==> config.mk <==
export PLATFORM = sky130hd
export DESIGN_NAME = cut_response_compactor
export DESIGN_NICKNAME = d
export VERILOG_FILES = /design/src/rtl/cut_cmp_pkg.sv /design/src/rtl/cut_misr_step.sv /design/src/rtl/cut_response_compactor.sv
export SDC_FILE = /design/constraint.sdc
export NUM_CORES = 1
export LEC_CHECK = 0
export CORE_ASPECT_RATIO = 1.75
export CORE_MARGIN = 4
export CORE_UTILIZATION = 35
export CTS_BUF_LIST = sky130_fd_sc_hd__clkbuf_4
export CTS_CLUSTER_DIAMETER = 60
export DETAILED_ROUTE_END_ITERATION = 8
export GPL_ROUTABILITY_DRIVEN = 0
export MAX_ROUTING_LAYER = met4
export PLACE_DENSITY = 0.75
export SLEW_MARGIN = 30
export SYNTH_ARGS = -nofsm -noshare
export SYNTH_HDL_FRONTEND = slang
export SYNTH_HIERARCHICAL = 1
export SYNTH_SLANG_ARGS = --single-unit
export TNS_END_PERCENT = 1
==> constraint.sdc <==
create_clock -name clk -period 1.9 [get_ports clk]
set_input_delay 0.19 -clock clk [delete_from_list [all_inputs] [get_ports clk]]
set_output_delay 0.19 -clock clk [all_outputs]
set_load 0.1 [all_outputs]
==> src/rtl/cut_cmp_pkg.sv <==
// Shared types and constants for the CUT response compactor.
package cut_cmp_pkg;

    typedef enum logic [1:0] {
        IDLE    = 2'd0,
        COLLECT = 2'd1,
        DONE    = 2'd2
    } cmp_state_e;

    localparam int          DEF_SIG_W = 16;
    localparam logic [15:0] DEF_POLY  = 16'h1021;
    localparam logic [15:0] DEF_SEED  = 16'hFFFF;

    // Bits needed to count every response 1-bit over one exhaustive sweep.
    function automatic int ones_cnt_w(input int out_w, input int in_w);
        return $clog2(out_w * (32'sd1 <<< in_w) + 32'sd1);
    endfunction

endpackage

==> src/rtl/cut_misr_step.sv <==
// One MISR step: shift, polynomial feedback from the outgoing MSB, fold in the response.
module cut_misr_step
    import cut_cmp_pkg::*;
#(
    parameter int               SIG_W = DEF_SIG_W,
    parameter int               OUT_W = 15,
    parameter logic [SIG_W-1:0] POLY  = DEF_POLY
) (
    input  logic [SIG_W-1:0] sig,
    input  logic [OUT_W-1:0] resp,
    output logic [SIG_W-1:0] next_sig
);

    logic [SIG_W-1:0] fb_s;

    // Next signature; the MSB leaves the register after selecting the feedback.
    always_comb begin
        fb_s = '0;
        if (sig[SIG_W-1]) begin
            fb_s = POLY;
        end else begin
            fb_s = '0;
        end
        next_sig = {sig[SIG_W-2:0], 1'b0} ^ fb_s ^ SIG_W'(resp);
    end

endmodule

==> src/rtl/cut_response_compactor.sv <==
// Compacts one exhaustive CUT sweep into a MISR signature and checks it against a golden value.
// Optional response ones counter enabled by defining CUT_CMP_ONES_COUNT_EN.
module cut_response_compactor
    import cut_cmp_pkg::*;
#(
    parameter int               IN_W  = 4,
    parameter int               OUT_W = 15,
    parameter int               SIG_W = DEF_SIG_W,
    parameter logic [SIG_W-1:0] POLY  = DEF_POLY,
    parameter logic [SIG_W-1:0] SEED  = DEF_SEED,
    localparam int              CNT_W = ones_cnt_w(OUT_W, IN_W)
) (
    input  logic             clk,
    input  logic             rst_n,
    input  logic             start,
    input  logic             in_valid,
    output logic             in_ready,
    input  logic [IN_W-1:0]  in_pattern,
    input  logic [OUT_W-1:0] in_resp,
    input  logic [SIG_W-1:0] golden_sig,
    output logic [SIG_W-1:0] sig,
    output logic [IN_W:0]    pat_count,
    output logic             busy,
    output logic             done,
    output logic             match,
    output logic             err_order,
    output logic [CNT_W-1:0] ones_total
);

    localparam logic [IN_W:0] LAST_BEAT = {1'b0, {IN_W{1'b1}}};

    cmp_state_e       state_r;
    logic [SIG_W-1:0] next_sig_s;
    logic             xfer_s;

    cut_misr_step #(
        .SIG_W (SIG_W),
        .OUT_W (OUT_W),
        .POLY  (POLY)
    ) u_step (
        .sig      (sig),
        .resp     (in_resp),
        .next_sig (next_sig_s)
    );

    // A beat is consumed only while collecting with the handshake complete.
    always_comb begin
        xfer_s = (state_r == COLLECT) && in_valid && in_ready;
    end

    // Sweep sequencing with all status outputs held in registers.
    always_ff @(posedge clk) begin
        if (!rst_n) begin
            state_r   <= IDLE;
            sig       <= SEED;
            pat_count <= '0;
            busy      <= 1'b0;
            done      <= 1'b0;
            match     <= 1'b0;
            err_order <= 1'b0;
            in_ready  <= 1'b0;
        end else begin
            case (state_r)
                IDLE, DONE: begin
                    if (start) begin
                        state_r   <= COLLECT;
                        sig       <= SEED;
                        pat_count <= '0;
                        err_order <= 1'b0;
                        match     <= 1'b0;
                        busy      <= 1'b1;
                        done      <= 1'b0;
                        in_ready  <= 1'b1;
                    end
                end
                COLLECT: begin
                    if (xfer_s) begin
                        sig       <= next_sig_s;
                        pat_count <= pat_count + {{IN_W{1'b0}}, 1'b1};
                        // Out-of-order beats are still compacted; only the flag records it.
                        if (in_pattern != pat_count[IN_W-1:0]) begin
                            err_order <= 1'b1;
                        end
                        if (pat_count == LAST_BEAT) begin
                            match    <= (next_sig_s == golden_sig);
                            state_r  <= DONE;
                            busy     <= 1'b0;
                            done     <= 1'b1;
                            in_ready <= 1'b0;
                        end
                    end
                end
                default: begin
                    state_r  <= IDLE;
                    busy     <= 1'b0;
                    done     <= 1'b0;
                    in_ready <= 1'b0;
                end
            endcase
        end
    end

`ifdef CUT_CMP_ONES_COUNT_EN
    logic [CNT_W-1:0] beat_ones_s;
    logic             load_s;

    // Popcount of the current response beat and the sweep-start condition.
    always_comb begin
        beat_ones_s = '0;
        for (int i = 0; i < OUT_W; i++) begin
            beat_ones_s = beat_ones_s + CNT_W'(in_resp[i]);
        end
        load_s = start && (state_r != COLLECT);
    end

    // Running total of response 1-bits for the current sweep.
    always_ff @(posedge clk) begin
        if (!rst_n) begin
            ones_total <= '0;
        end else if (load_s) begin
            ones_total <= '0;
        end else if (xfer_s) begin
            ones_total <= ones_total + beat_ones_s;
        end
    end
`else
    assign ones_total = '0;
`endif

endmodule

Yosys cells after proc, flatten, opt, wreduce, memory -nomap -nowiden --
Index checks and enable logic that the tools add are counted.
Word-level totals: flip-flop bits (word level) 27, word-level logic and storage cells 53
Operators by class: add/subtract/negate cells 1, equal/unequal tests 9, muxes and demuxes 25, bitwise gates (word level) 2, reduce and logical (&&, ||, !) cells 9
Operators with widths (count):
- 16-bit two-way mux | 2
- 16-bit case mux with 2 select lines | 1
- 16-bit == test | 1
- 16-bit by 13-bit bitwise XOR with 16-bit output | 1
- 16-bit by 15-bit bitwise XOR with 16-bit output | 1
- 13-bit two-way mux | 1
- 1-bit two-way mux | 10
- 5-bit two-way mux | 2
- 5-bit case mux with 2 select lines | 1
- 1-bit case mux with 2 select lines | 4
- 4-bit AND reduction | 2
- 2-bit two-way mux | 3
- 3-bit AND reduction | 2
- 5-bit by 1-bit adder with 5-bit output (second input constant) | 1
- 5-bit by 4-bit == test with 1-bit output (second input constant) | 1
- 2-bit by 1-bit inequality test with 1-bit output (second input constant) | 2
- 2-bit inequality test (second input constant) | 2
- 4-bit inequality test | 1
- 2-bit case mux with 2 select lines | 1
- 2-bit by 1-bit == test with 1-bit output (second input constant) | 1
- 2-bit == test (second input constant) | 1
- 1-bit logical AND | 2
- 2-bit logical NOT | 1
- 2-bit nonzero test | 1
- 2-bit OR reduction | 1

Logic depth before layout (Yosys ltp) --
Gate-level depths: netlist (run 1).
depth in word-level cells 7, depth in mapped cells 7, depth with buffers taken out 7

Modules after synthesis --
Netlist (run 1), hierarchy kept.
By module, submodules not included:
- cut_response_compactor | instances 1, cells each 161, area each 1318.8 um^2, sequential area each 520.5 um^2
- cut_misr_step | instances 1, cells each 16, area each 168.9 um^2, sequential area each 0.0 um^2

Least setup slack after synthesis (run 1) --
OpenSTA, ideal clock, no wires.
path kind register to register, start point register pat_count[0], end point register busy, setup time 115 ps, arrival 2208 ps, slack -423 ps, stages on the path, launching flop included 8, path buffers 0, clock period less this slack 2323 ps, cells stage by stage dfxtp_1 > ha_1 > and3_1 > ha_1 > nand3_1 > a21oi_1 > o21ai_0 > and2_1
On the way: word-level cells in the longest chain between the ends 3
RTL lines:
- start: declaration | RTL line cut_response_compactor.sv:22 | output logic [IN_W:0] pat_count,
- start signal: assignment | RTL line cut_response_compactor.sv:79 | pat_count <= pat_count + {{IN_W{1'b0}}, 1'b1};
- 5-bit by 4-bit == test with 1-bit output | RTL line cut_response_compactor.sv:84 | if (pat_count == LAST_BEAT) begin
- 2-bit by 1-bit inequality test with 1-bit output (no source line)
- 3-bit AND reduction (no source line)
- end signal: assignment | RTL line cut_response_compactor.sv:71 | busy <= 1'b1;
- end signal: assignment | RTL line cut_response_compactor.sv:87 | busy <= 1'b0;
- end signal: assignment | RTL line cut_response_compactor.sv:95 | busy <= 1'b0;
- end: declaration | RTL line cut_response_compactor.sv:23 | output logic busy,
No other way between the ends. A chain may end at the register's enable or synchronous reset.

Worst setup path after layout (run 1) --
Same ends and word-level chain as after synthesis.

==> impl_metrics.tcl, run 1 <==
set metrics [dict create \
    rrSetupSlack_ns 0.20 \
    buffer_ports.inserted 64 \
    synth-edff-count 0 \
    run_status "finished, final reports clean" \
    worst_path_most_repeated_cell "ha_1" \
    synth.cell_area_um2 1490 \
    r2r_cells 7 \
    period_share 0.897 \
    layout.cell_area.non_filler_um2 2130 \
    setup_viol 0 \
    post_synth_main_area_contributors "dfxtp_1 (35%), xor2_1 (19%), nand2_1 (9.3%)" \
    die-area_um2 5400 \
    r2r_start "pat_count[0]" \
    vias_per_cell 4.64 \
    finalNetCount 284 \
    clock.fmax_mhz 587 \
    num_io_pins 73 \
    cp.required_ns 2.13 \
    worst_setup_path_endpoint "busy" \
    post_cts_resize_count 0 \
    place_hpwl_um 3100 \
    grt_setup_unrepaired "false" \
    synth.largest_area_cell "dfxtp_1" \
    cellLeakagePower_nw 0.950 \
    synth.top_cell.area_share 0.350 \
    h_tree_depth 1 \
    reg2reg_to "busy" \
    worst_setup_path_start_kind "register" \
    power.ir.vdd_worst_mv 0.436 \
    cp-startpoint "pat_count[0]" \
    drc 0 \
    min-delay-path-class "reg2reg" \
    yosysMostFrequentCell "nand2_1" \
    power_per_cell_area_nw_per_um2 720 \
    timing.max_cap.violations 0 \
    netlist_top_cells_count "nand2_1 (37), xor2_1 (32), dfxtp_1 (26), nand3_1 (19), buf_4 (11)" \
    grt_max_degree 17 \
    clock_period_minus_worst_slack_ns 1.70 \
    fp-row-count 31 \
    synth.yosys.warnings 6 \
    skew_pair_late_insertion_delay_ns 0.31 \
    detailedRoute.firstPassIterationCount 4 \
    area.growth.synth_to_final_pct 43.0 \
    worst_setup_hold_path_clk_slew_ns 0.14 \
    grt_pass1_wl_um 6290 \
    globalRoute.totalOverflow 0 \
    clock-sinks 26 \
    fp.dieW_um 57.3 \
    clk_path_buf_depth 2 \
    core-area_um2 4110 \
    cts_tree "built" \
    clock_tree.root_cell "clkbuf_4" \
    postCtsHoldBufs 0 \
    syn-mean-instance-area_um2 8.40 \
    timing.clock.skew_ns 0.00165 \
    finalHoldViolations 0 \
    syn-instance-count 177 \
    critPathSlowestCell "dfxtp_2" \
    grt_util_all_layers 0.150 \
    final_layout_size_suffix_gt1_frac 0.190 \
    synth.ff_latch_count 26 \
    numCtsBuffers 3 \
    synth_seq_area_share 0.350 \
    asyncSetResetFlopFracSynth 0 \
    cp.arrival_ns 1.93 \
    timing_worst_setup_path_type "reg2reg" \
    postRouteAntennaNets 0 \
    wl_per_cell_um 12.9 \
    n_diodes 0 \
    cts.repair_timing.setup_buffer_count 0 \
    report.final.slew_viol_count 0 \
    initialDrtViolationCount 25 \
    die_y_um 94.2 \
    ys_dominant_reg_cell "dfxtp_1" \
    design_power_total_mw 1.53 \
    synth_cell_types 31 \
    drt-total-wl_um 3760 \
    placed_standard_cell_area_um2 2100 \
    routed-via-count 1350 \
    hold-worst-slack_ns 0.480 \
    critical_path_sink_type "register" \
    antenna_violations_before_repair 0 \
    vias_in_the_first_global_route 1357 \
    critPathMaxStageDelay_ns 0.41 \
    crit_path_max_fanout 5 \
    cells_along_the_critical_path "ha_1 > and3_1 > ha_1 > nand3_1 > a21oi_1 > o21ai_0 > and2_1" \
    floorplan.initialDensity 0.362 \
]
[critical path, delay by kind of cell (launching register included)]
family,cells,cell delay (ns)
AND/OR/NAND/NOR,3,0.42
adder cells (fa/ha/maj),2,0.37
flip-flops,1,0.41
AO/OA/AOI/OAI,2,0.42
[flip-flops by register name, summed over array words and instances (netlist names)]
| register | cells |
|---|---|
| match | 1 |
| err_order | 1 |
| pat_count | 5 |
| busy | 1 |
| sig | 16 |
| state_r | 1 |
| done | 1 |
[how the worst min path moves through the flow]
| stage | startpoint | to | slack [ns] | cells after the start |
|---|---|---|---|---|
| global placement | err_order | err_order | 0.45 | 1 |
| finish | pat_count[4] | pat_count[4] | 0.48 | 2 |
| global route | err_order | err_order | 0.50 | 1 |
| detailed placement | err_order | err_order | 0.46 | 1 |
| CTS | pat_count[4] | pat_count[4] | 0.48 | 2 |
| floorplan | rst_n | busy | 0.31 | 1 |
[layout make-up]
class                           count  area (um2)
Tap cell                           49        61.3
Timing Repair Buffer               70         621
Fill cell                         435        1980
Sequential cell                    26         532
Clock buffer                        3        22.5
Multi-Input combinational cell    140         880
Inverter                            2        7.51
Clock inverter                      1        3.75
[per-stage QoR]
| stage | cells | worst slack (ns) | setup TNS, ns | util |
|---|---|---|---|---|
| 2_1_floorplan | 184 | -0.0321 | -0.0625 | - |
| 3_3_place_gp | 287 | 0.0261 | 0 | 0.511 |
| 3_5_place_dp | 287 | 0.0139 | 0 | 0.511 |
| 4_1_cts | 291 | 0.165 | 0 | 0.517 |
| 5_1_grt | 291 | 0.0194 | 0 | 0.517 |
| 6_report | 291 | 0.196 | 0 | 0.517 |
[routing by layer]
| metal | vias to the layer above | global-route usage | wire, um |
|---|---|---|---|
| met4 | 0 | 0.0522 | 29 |
| met3 | 2 | 0.0206 | 250 |
| met5 | - | - | 0 |
| li1 | 692 | - | - |
| met2 | 46 | 0.275 | 2070 |
| met1 | 610 | 0.163 | 1410 |
[cells in the final DEF, fill, tap and decap left out, drive strengths merged, types with 2 or more instances in the layout]
master	instances
nand4	2
nand3	19
xor2	32
o21ai	4
nor4	3
ha	2
xnor2	3
nand2	37
conb	8
nor3	2
dfxtp	26
inv	2
xor3	2
a21oi	5
clkdlybuf4s50	38
and2	3
buf	32
nor2b	2
a21boi	2
nor2	5
clkbuf	3
nand2b	2
[where the power goes]
group	internal (mW)	switching [mW]	leakage, nW	total [mW]
Sequential	0.580	0.0390	0.215	0.619
Clock	0.0768	0.158	0.0154	0.234
Combinational	0.215	0.463	0.720	0.678
Total	0.871	0.660	0.950	1.53
[logic make-up (layout without fill, tap and decap cells)]
group,count (synthesis),count (layout),synth area share
xor gates and xnor gates,37,37,0.238
other,1,8,0.00252
AOI/OAI and AO/OA,14,14,0.0547
and+or+nand+nor,79,79,0.262
buffers and inverters,18,76,0.0765
adders and majority gates,2,2,0.0168
DFF,26,26,0.350
No activity file was read; power rests on OpenSTA's default activity.
==> run 2: changes to the inputs <==
--- a/config.mk
+++ b/config.mk
@@ -5,7 +5,6 @@
 export SDC_FILE = /design/constraint.sdc
 export NUM_CORES = 1
 export LEC_CHECK = 0
-export CORE_ASPECT_RATIO = 1.75
 export CORE_MARGIN = 4
 export CORE_UTILIZATION = 35
 export CTS_BUF_LIST = sky130_fd_sc_hd__clkbuf_4
==> impl_metrics.tcl, run 2 (synthesized netlist as in run 1, its figures left out) <==
set metrics [dict create \
    placed_standard_cell_area_um2 2110 \
    layout.cells.most_common "clkdlybuf4s50_1" \
    worst_setup_path_start_kind "register" \
    wl_per_cell_um 12.5 \
    grt_setup_unrepaired "false" \
    initialDrtViolationCount 81 \
    period_share 0.854 \
    non_filler_instance_count_after_layout 293 \
    setup_tns_ns 0 \
    clock-sinks 26 \
    vias_in_the_first_global_route 1304 \
    clk_path_buf_depth 2 \
    postRouteAntennaNets 0 \
    run_status "finished, final reports clean" \
    post-route-worst-setup-slack_ns 0.278 \
    drt-total-wl_um 3670 \
    timing.clock.skew_ns 0.00439 \
    cts_tree "built" \
    cts.repair_timing.setup_buffer_count 0 \
    report.final.slew_viol_count 0 \
    power.ir.vdd_worst_mv 0.316 \
    floorplan.initialDensity 0.367 \
    fp.dieW_um 73.2 \
    final_layout_size_suffix_gt1_frac 0.198 \
    power_per_cell_area_nw_per_um2 717 \
    clock_period_minus_worst_slack_ns 1.62 \
    globalRoute.totalOverflow 0 \
    vias_per_cell 4.60 \
    cellLeakagePower_nw 0.955 \
    clock.fmax_mhz 617 \
    crit_path_max_fanout 5 \
    setup_viol 0 \
    h_tree_depth 1 \
    grt_util_all_layers 0.144 \
    ff_latch_area_um2 532 \
    min-delay-path-class "reg2reg" \
    finalHoldViolations 0 \
    layout.cells.most_common_list "clkdlybuf4s50_1 (38), nand2_1 (37), buf_4 (33), xor2_1 (32), nand3_1 (19)" \
    finalNetCount 285 \
    postCtsHoldBufs 0 \
    die-area_um2 5360 \
    skew_pair_late_insertion_delay_ns 0.31 \
    clock_tree.root_cell "clkbuf_4" \
    drc 0 \
    critical_path_sink_type "register" \
    largest_reg_flops 16 \
    numCtsBuffers 3 \
    detailedRoute.firstPassIterationCount 4 \
    place.detailed.instances 289 \
    num_io_pins 73 \
    grt_max_degree 15 \
    layout.cell_area.non_filler_um2 2140 \
    regMostFlops "sig" \
    multi_input_comb_area_um2 883 \
    routed-via-count 1348 \
    cp.arrival_ns 1.85 \
    layout.filler_cells 393 \
    antenna_violations_before_repair 0 \
    placement.setup.worst_slack_ns -0.0402 \
    timing_worst_setup_path_type "reg2reg" \
    n_diodes 0 \
    fp-row-count 23 \
    largest_registers "sig x16, pat_count x5" \
    buffer_ports.inserted 64 \
    timing.max_cap.violations 0 \
    place_hpwl_um 2950 \
    die_y_um 73.2 \
    grt_pass1_wl_um 5930 \
    worst_setup_hold_path_clk_slew_ns 0.14 \
    core-area_um2 4060 \
    cp.required_ns 2.13 \
    area.growth.synth_to_final_pct 43.8 \
]
run 2: changes by cell type in the layout (fill, tap and decap cells not counted):
cell | before | now
a21oi_1 | 5 | 4
buf_4 | 32 | 33
a21oi_2 | 0 | 1
run 2: worst max-delay path, cell delays in order (launching register included):
cell	delay, ns
dfxtp_2	0.41
ha_1	0.20
and3_1	0.18
ha_1	0.16
nand3_1	0.09
a21oi_2	0.22
o21ai_0	0.11
and2_1	0.16
run 2: power breakdown:
group	internal, mW	leakage, nW	switching (mW)
sequential	0.580	0.215	0.0377
clock	0.0768	0.0154	0.158
combinational	0.218	0.725	0.464
total	0.874	0.955	0.660
run 2: through the flow:
step	power (mW)	utilization	hold WS, ns
floorplan	1.13	-	0.312
finish	1.53	0.527	0.484
CTS	1.55	0.526	0.494
global placement	1.31	0.520	0.452
detailed placement	1.31	0.520	0.475
global route	1.61	0.527	0.536
run 2: worst paths after layout:
check | startpoint | endpoint | slack (ns) | cells past startpoint
max | pat_count[0] | busy | 0.28 | 7
min | pat_count[4] | pat_count[4] | 0.48 | 2
max reg2reg | pat_count[0] | busy | 0.28 | 7
min reg2reg | pat_count[4] | pat_count[4] | 0.48 | 2
run 2: final cells by class:
type                    instances  area share
repair buffers                 71       0.294
flip-flops and latches         26       0.249
multi-input cells             140       0.413
clock inverters                 1     0.00175
well taps                      50      0.0292
clock buffers                   3      0.0105
inverters                       2     0.00351
run 2: routing by layer:
layer / track usage / wire length (um) / vias up
li1: - / - / 698
met1: 0.187 / 1670 / 598
met2: 0.231 / 1680 / 48
met3: 0.0275 / 292 / 4
met4: 0.0307 / 21 / 0
met5: - / 0 / -
run 2: repair_timing:
| action | 4_1_cts | 5_1_grt |
|---|---|---|
| gates resized for setup | 0 | 1 |
| hold endpoints to repair | 0 | 0 |
| setup endpoints to repair | 0 | 1 |
==> run 3: changes to the inputs <==
--- a/config.mk
+++ b/config.mk
@@ -5,13 +5,12 @@
 export SDC_FILE = /design/constraint.sdc
 export NUM_CORES = 1
 export LEC_CHECK = 0
-export CORE_MARGIN = 4
+export CORE_MARGIN = 1.5
 export CORE_UTILIZATION = 35
 export CTS_BUF_LIST = sky130_fd_sc_hd__clkbuf_4
 export CTS_CLUSTER_DIAMETER = 60
 export DETAILED_ROUTE_END_ITERATION = 8
 export GPL_ROUTABILITY_DRIVEN = 0
-export MAX_ROUTING_LAYER = met4
 export PLACE_DENSITY = 0.75
 export SLEW_MARGIN = 30
 export SYNTH_ARGS = -nofsm -noshare
==> impl_metrics.tcl, run 3 (synthesized netlist as in run 1, its figures left out) <==
set metrics [dict create \
    layout.cells.most_common_list "clkdlybuf4s50_1 (38), nand2_1 (37), buf_4 (33), xor2_1 (32), nand3_1 (19)" \
    grt_setup_unrepaired "false" \
    postRouteAntennaNets 0 \
    setup_viol 0 \
    drt-total-wl_um 3450 \
    layout.cells.most_common "clkdlybuf4s50_1" \
    fp.dieW_um 68.2 \
    routed-via-count 1344 \
    hold-worst-slack_ns 0.485 \
    clock_period_minus_worst_slack_ns 1.66 \
    period_share 0.872 \
    finalHoldViolations 0 \
    run_status "finished, final reports clean" \
    worst_setup_path_start_kind "register" \
    initialDrtViolationCount 52 \
    cellLeakagePower_nw 0.955 \
    final_layout_size_suffix_gt1_frac 0.198 \
    regMostFlops "sig" \
    timing.clock.skew_ns 0.0100 \
    grt_util_met2 0.258 \
    globalRoute.totalOverflow 0 \
    crit_path_max_fanout 3 \
    die_y_um 68.2 \
    report.final.slew_viol_count 0 \
    cp.required_ns 2.16 \
    layout.cell_area.non_filler_um2 2140 \
    global_route.usage.met3 0.0296 \
    hold_path.startpoint "err_order" \
    buffer_ports.inserted 64 \
    n_diodes 0 \
    cells_along_the_critical_path "xor3_1 > xor2_1 > nor4_1 > nand4_1 > o21ai_0" \
    largest_reg_flops 16 \
    place_hpwl_um 2720 \
    power.ir.vdd_worst_mv 0.315 \
    largest_registers "sig x16, pat_count x5" \
    drc 0 \
    vias_per_cell 4.59 \
    critical_path_sink_type "register" \
    finalNetCount 285 \
    grt_util_met1 0.203 \
    floorplan.initialDensity 0.369 \
    place.detailed.instances 289 \
    antenna_violations_before_repair 0 \
    grt_pass1_wl_um 5460 \
    r2r_cells 5 \
    worst_setup_hold_path_clk_slew_ns 0.15 \
    num_io_pins 73 \
    cp.arrival_ns 1.92 \
    setup_tns_ns 0 \
    grt_most_used_layer "met2" \
    critical_path.n_buffers_inverters 0 \
    power_per_cell_area_nw_per_um2 717 \
    fp-row-count 23 \
    critPathMaxStageDelay_ns 0.44 \
    critical-path-top-delay-family "XOR/XNOR gates" \
    clock.fmax_mhz 603 \
    r2r_start "sig[4]" \
    core-area_um2 4030 \
    min-delay-path-class "reg2reg" \
    area.growth.synth_to_final_pct 43.8 \
    whs_path_depth 1 \
    clock-sinks 26 \
    cts_tree "built" \
    critPathSlowestCell "xor3_1" \
    h_tree_depth 1 \
    skew_pair_late_insertion_delay_ns 0.32 \
    total_stage_count_of_the_critical_path 5 \
    wl_per_cell_um 11.8 \
    detailedRoute.firstPassIterationCount 4 \
    die-area_um2 4650 \
    grt_util_all_layers 0.156 \
    timing_worst_setup_path_type "reg2reg" \
    clock_tree.root_cell "clkbuf_4" \
    timing.max_cap.violations 0 \
    non_filler_instance_count_after_layout 293 \
    numCtsBuffers 3 \
    placed_standard_cell_area_um2 2110 \
    design_power_total_mw 1.53 \
    grt_max_degree 18 \
    clk_path_buf_depth 2 \
    vias_in_the_first_global_route 1233 \
    cp-startpoint "sig[4]" \
]
run 3: cell counts in the layout (fill, tap and decap cells not counted):
No cell type changed its count.
run 3: metrics by stage:
stage | setup WS (ns) | util
2_1_floorplan | -0.0321 | -
3_3_place_gp | -0.00879 | 0.524
3_5_place_dp | -0.0442 | 0.524
4_1_cts | 0.146 | 0.530
5_1_grt | 0.0853 | 0.531
6_report | 0.243 | 0.531
run 3: worst paths after layout:
kind / end / slack, ns
max reg2reg: match / 0.24
min reg2reg: err_order / 0.48
max: match / 0.24
min: err_order / 0.48
run 3: power breakdown:
group / switching (mW) / leakage (nW) / total (mW) / internal [mW]
logic: 0.462 / 0.725 / 0.680 / 0.218
registers: 0.0366 / 0.215 / 0.616 / 0.580
clock network: 0.162 / 0.0154 / 0.239 / 0.0768
total: 0.660 / 0.955 / 1.53 / 0.874
run 3: area by class of cell:
type,count,area (um2)
Clock buffer,3,22.5
Clock inverter,1,3.75
Fill cell,414,1890
Inverter,2,7.51
Multi-Input combinational cell,140,883
Sequential cell,26,532
Tap cell,50,62.6
Timing Repair Buffer,71,628
run 3: per-layer routing:
metal	part of all wire	up-vias
met1	0.46	600
met5	0	-
met3	0.065	2
li1	-	698
met4	0.0070	0
met2	0.47	44
run 3: worst reg2reg max path: stages, from the launching register on:
cell and delay, ns:
dfxtp_2 0.37, xor3_1 0.44, xor2_1 0.16, nor4_1 0.34
nand4_1 0.13, o21ai_0 0.16
run 3: repair_timing:
action / CTS / global route
buffers inserted: 0 / 0
hold buffers: 0 / 0
endpoints found under the setup margin: 0 / 1
resized for setup: 0 / 1
